--- config.mk ---
export PLATFORM = sky130hd
export DESIGN_NAME = averaging_decimator
export DESIGN_NICKNAME = d
export VERILOG_FILES = /design/src/rtl/decim_pkg.sv /design/src/rtl/averaging_decimator.sv
export SDC_FILE = /design/constraint.sdc
export NUM_CORES = 1
export LEC_CHECK = 0
export BUFFER_PORTS_ARGS = -buffer_cell sky130_fd_sc_hd__buf_2
export CORE_ASPECT_RATIO = 0.6
export CORE_UTILIZATION = 52
export CTS_BUF_LIST = sky130_fd_sc_hd__clkbuf_8
export CTS_CLUSTER_SIZE = 14
export DETAILED_ROUTE_END_ITERATION = 7
export PLACE_DENSITY = 0.87
export SETUP_SLACK_MARGIN = 0.5
export SLEW_MARGIN = 10
export SYNTH_ARGS = -nofsm -noshare
export SYNTH_HDL_FRONTEND = slang
export SYNTH_SLANG_ARGS = --single-unit
--- constraint.sdc ---
create_clock -name clock -period 2.1 [get_ports clock]
set_input_delay 0 -clock clock [delete_from_list [all_inputs] [get_ports clock]]
set_output_delay 0 -clock clock [all_outputs]
set_load 0.01 [all_outputs]
--- src/rtl/decim_pkg.sv ---
// Shared constants for the interpolator/decimator pair: default sample width,
// default decimation exponent and the derived accumulator width.
package decim_pkg;

  localparam int DEFAULT_WORD_SIZE  = 8;
  localparam int DEFAULT_DECIM_LOG2 = 1;
  localparam int ACC_WIDTH          = DEFAULT_WORD_SIZE + DEFAULT_DECIM_LOG2;

  // Legal parameter ranges, shared so both blocks reject the same values.
  localparam int WORD_SIZE_MIN  = 2;
  localparam int WORD_SIZE_MAX  = 32;
  localparam int DECIM_LOG2_MIN = 1;
  localparam int DECIM_LOG2_MAX = 4;

  // Summing 2**decim_log2 words of word_size bits needs decim_log2 extra bits.
  function automatic int acc_width(input int word_size, input int decim_log2);
    return word_size + decim_log2;
  endfunction

endpackage

--- src/rtl/averaging_decimator.sv ---
// Averages each group of N = 2**DECIM_LOG2 accepted samples into one output
// sample (floor of the mean), with a phase realign strobe.
module averaging_decimator
  import decim_pkg::*;
#(
  parameter int WORD_SIZE  = DEFAULT_WORD_SIZE,
  parameter int DECIM_LOG2 = DEFAULT_DECIM_LOG2
) (
  input  logic                 clock,
  input  logic                 reset,
  input  logic                 in_valid,
  input  logic [WORD_SIZE-1:0] data_in,
  input  logic                 phase_clr,
  output logic                 out_valid,
  output logic [WORD_SIZE-1:0] data_out,
  output logic                 busy
);

  localparam int ACC_W = acc_width(WORD_SIZE, DECIM_LOG2);
  localparam logic [DECIM_LOG2-1:0] CNT_LAST = '1;
  localparam logic [DECIM_LOG2-1:0] CNT_ONE  = DECIM_LOG2'(1);

  if (WORD_SIZE < WORD_SIZE_MIN || WORD_SIZE > WORD_SIZE_MAX) begin : g_bad_word_size
    $error("averaging_decimator: WORD_SIZE=%0d outside 2..32", WORD_SIZE);
  end
  if (DECIM_LOG2 < DECIM_LOG2_MIN || DECIM_LOG2 > DECIM_LOG2_MAX) begin : g_bad_decim_log2
    $error("averaging_decimator: DECIM_LOG2=%0d outside 1..4", DECIM_LOG2);
  end

  logic [ACC_W-1:0]      acc_q;
  logic [ACC_W-1:0]      acc_d;
  logic [DECIM_LOG2-1:0] cnt_q;
  logic [WORD_SIZE-1:0]  data_q;
  logic                  valid_q;

  // Running sum including the sample on the inputs this cycle.
  assign acc_d = acc_q + ACC_W'(data_in);

  always_ff @(posedge clock) begin
    if (reset) begin
      acc_q   <= '0;
      cnt_q   <= '0;
      data_q  <= '0;
      valid_q <= 1'b0;
    end else begin
      valid_q <= 1'b0;
      if (phase_clr) begin
        // Realign: drop the partial group; a coincident sample opens the new one.
        acc_q <= in_valid ? ACC_W'(data_in) : '0;
        cnt_q <= in_valid ? CNT_ONE : '0;
      end else if (in_valid) begin
        if (cnt_q == CNT_LAST) begin
          data_q  <= WORD_SIZE'(acc_d >> DECIM_LOG2);
          valid_q <= 1'b1;
          acc_q   <= '0;
          cnt_q   <= '0;
        end else begin
          acc_q <= acc_d;
          cnt_q <= cnt_q + CNT_ONE;
        end
      end
    end
  end

  assign out_valid = valid_q;
  assign data_out  = data_q;
  assign busy      = (cnt_q != '0);

endmodule

Word level (Yosys, flattened, before mapping). Index checks and enable logic that the tools add are counted.

Register bits after elaboration: 19. Input port bits: 12. Output and inout bits: 10. Word-level logic and storage cells: 20.

Add/subtract/negate cells: 2. Mux-type cells: 9. Bitwise gates (word level): 2. Reductions and logical operators: 3.

Operators by type and width (count): 9-bit two-way mux (3); 9-bit by 8-bit adder with 9-bit output (1); 8-bit two-way mux (1); 1-bit two-way mux (5); 3-bit AND reduction (1); 3-bit OR reduction (1); 1-bit inverter (2); 2-bit nonzero test (1); 1-bit adder, second input constant (1).

Logic depth before layout (Yosys ltp).
Word-level depth: 4. Depth in mapped cells: 6. Depth with buffers taken out: 6.

Least setup slack after synthesis. Ideal clock, no wire load.

Kind: flip-flop to flip-flop. Start point: reg acc_q[0]. End point: reg acc_q[8]. Library setup time: 0.091 ns. Arrival: 1.942 ns. Required time: 2.009 ns. Path slack: 0.067 ns. Cell stages (with the launch flop): 7. Buffers on the path: 0. Clock period less this slack: 2.033 ns. Cells stage by stage: dfxtp_1 ha_1 fa_1 a211oi_1 o211ai_1 a211o_1 a311oi_1.

Longest elaborated chain between the ends: 4.

RTL lines: start, declared (line averaging_decimator.sv:30) `logic [ACC_W-1:0] acc_q;`; start signal, assigned (line averaging_decimator.sv:49) `acc_q <= in_valid ? ACC_W'(data_in) : '0;`; 9-bit by 8-bit adder with 9-bit output (line averaging_decimator.sv:37) `assign acc_d = acc_q + ACC_W'(data_in);`; 9-bit two-way mux (line averaging_decimator.sv:52) `if (cnt_q == CNT_LAST) begin`; 9-bit two-way mux (line averaging_decimator.sv:51) `end else if (in_valid) begin`; 9-bit two-way mux (line averaging_decimator.sv:47) `if (phase_clr) begin`.

No other way between the ends. The select of a mux whose other input is x is not followed. A chain may end at the register's enable or synchronous reset.

Final worst setup path.
Start point: reg acc_q[0]. End point: reg acc_q[4].

The elaborated chain is that of the path after synthesis.

==> qor.yml <==
grt_pass1_vias: 1151
leakage_nw: 0.711
clk_latency_ns: 0.27
grt_max_degree: 15
path_delay_family: "adder cells"
crit_cells: 7
ys_warn_count: 0
antenna_found_initial: 0
htree_levels: 1
layout_min_cycle_time_ns: 2.03
maxCapViolations: 0
finalMaxSlewViolations: 0
worstSetupPathType: "flop to flop"
drt_wl_total_mm: 4.17
n_antenna_cell: 0
rows: 13
layout_common_cells: "buf_2 (21), nor2_1 (16), dfxtp_1 (16)"
initial_core_util: 0.570
fin_tns_setup_ns: 0
arrival_ns: 2.22
cts.clk_slew.worst_paths_ns: 0.07
avgSynthCellArea_sq_um: 8.31
yosysSeqAreaShare: 0.297
area_delta_synth_final_pct: 29.8
die_y_um: 40.4
ff2ff_path_depth: 7
design.core.area_sq_mm: 0.00224
synth_edf_count: 0
routabilityCongestion: 0.905
synth_cell_types: 49
synth_flop_cell: "dfxtp_1"
synth_area_sq_mm: 0.00128
viasPerCell: 6.93
dieArea_sq_mm: 0.00267
startpoint_type: "flop"
worstPathRequired_ns: 2.28
first_iter_violations: 208
yosys-top-cells-area: "dfxtp_1 (30%), ha_1 (7.8%), nor2_1 (4.7%)"
cp_max_fo: 2
cts_buffer_depth: 2
fin_crit_sh: 0.968
firstDrtPassIters: 5
clock_sinks: 19
crit_chain: "ha_4, fa_2, a211oi_4, buf_4, nor2_1, or3_1, a221oi_2"
finalSetupViolCount: 0
timing_hold_violations_final: 0
status: "complete, no violations"
fill_cells: 140
drive_gt1_frac: 0.304
grt_use_total: 0.298
io_pins: 22
synth_area_leader_cell: "dfxtp_1"
slowest_delay_ns: 0.36
synth_top_area_frac: 0.297
cts_tree: "yes"
hold_depth: 3
vdd_ir_drop_max_mv: 0.424
relSlewSlack: 0.394
ant_nets: 0
hold_path_class: "primary input to flop"
ys_ff_latch: 19
numCtsBuffers: 3
hold_slack_ns: 0.0137
grt_overflow: 0
max_slew.worst_pin.slew_ns: 0.897
path_buf_inv: 1
worst_path_max_delay_cell: "fa_2"
nNetsFinal: 206
max_freq_mhz: 492
wire_per_inst_um: 19.5
syn_nets: 175
syn_inst: 154
power.density_mw_per_mm2: 602
dp_hpwl_mm: 2.47
die_x_um: 66.1
clockRootBuffer: "clkbuf_8"
final_common_cell: "buf_2"
async_flop_share: 0
vias: 1483
fin_worst_skew_ns: 0.00105
rsz0062_at_grt: "yes"
grt_pass1_wl_mm: 5.68
endpoint_kind: "flop"
drc: 0
io_buffers: 21
worst register-to-register path: stages (launching register included):
cell,delay (ns)
dfxtp_2,0.34
ha_4,0.16
fa_2,0.36
a211oi_4,0.27
buf_4,0.17
nor2_1,0.05
or3_1,0.35
a221oi_2,0.24
power by group:
group / leakage (nW) / internal, W / total, W / switching, W
sequential: 0.156 / 0.000381 / 0.000399 / 0.0000179
clock: 0.0255 / 0.000133 / 0.000269 / 0.000136
combinational: 0.530 / 0.000146 / 0.000332 / 0.000186
total: 0.711 / 0.000660 / 0.00100 / 0.000340
sequential cells by signal, indices dropped and copies added, names as in the netlist:
register,flops
acc_q,9
out_valid,1
busy,1
data_out,8
kinds of logic after synthesis:
logic type	share of synthesized area
xor gates and xnor gates	0.0137
muxes	0.0313
DFF	0.297
buffers and inverters	0.0362
AOI/OAI and AO/OA	0.281
and+or+nand+nor	0.247
adders and majority gates	0.0938
final timing paths:
check,start,endpoint,slack [ns]
min reg2reg,data_out[5]$_SDFFE_PP0P_,data_out[5]$_SDFFE_PP0P_,0.48
min,data_in[0],acc_q[0]$_SDFFE_PP0P_,0.01
max reg2reg,acc_q[0]$_SDFFE_PP0P_,acc_q[4]$_SDFFE_PP0P_,0.07
max,acc_q[0]$_SDFFE_PP0P_,acc_q[4]$_SDFFE_PP0P_,0.07
repair_timing:
action                                 in CTS  in global routing
endpoints found under the hold margin       1                  0
resized for setup                          10                 12
setup buffers                               8                  2
pin swaps                                  12                  5
hold buffers                                1                  0
setup endpoints to repair                   9                 12
cloned                                      0                  0
metal layers:
layer	wire length [um]	GRT usage
met3	507	0.0653
met5	0	0
met2	1790	0.480
met4	189	0.0851
met1	1680	0.404
synthesized netlist by cell type (all sizes together) (2+ instances only):
cell and n:
a2bb2oi 2, o21ai 8, clkbuf 5, nor2b 3
nand4 2, or2 2, nor3b 2, nor2 16
mux2i 4, and2 3, a211o 3, a211oi 4
a221oi 3, dfxtp 19, nand2 8, a21oi 7
a22oi 5, a22o 3, nand3 8, or3 2
ha 8, nand2b 6, buf 2, inv 5
a21o 5
cell type report:
type	count	area, sq um	area share
tap	30	37.5	0.0226
clock buffer	3	41.3	0.0248
clock inverter	1	5.00	0.00301
sequential	19	384	0.231
timing repair buffer	33	209	0.126
inverter	5	18.8	0.0113
multi-input combinational	123	966	0.581
per-stage QoR:
step / instance area (sq um) / power, W / setup slack [ns] / util / cells
final: 1660 / 0.00100 / 0.0668 / 0.740 / 214
after global routing: 1660 / 0.00103 / 0.0423 / 0.740 / 214
after CTS: 1590 / 0.000940 / 0.200 / 0.707 / 212
after detailed placement: 1420 / 0.000646 / 0.114 / 0.634 / 199
after global placement: 1420 / 0.000636 / 0.189 / 0.634 / 199
after floorplan: 1300 / 0.000579 / 0.246 / - / 154
(Power assumes the default switching activity.)
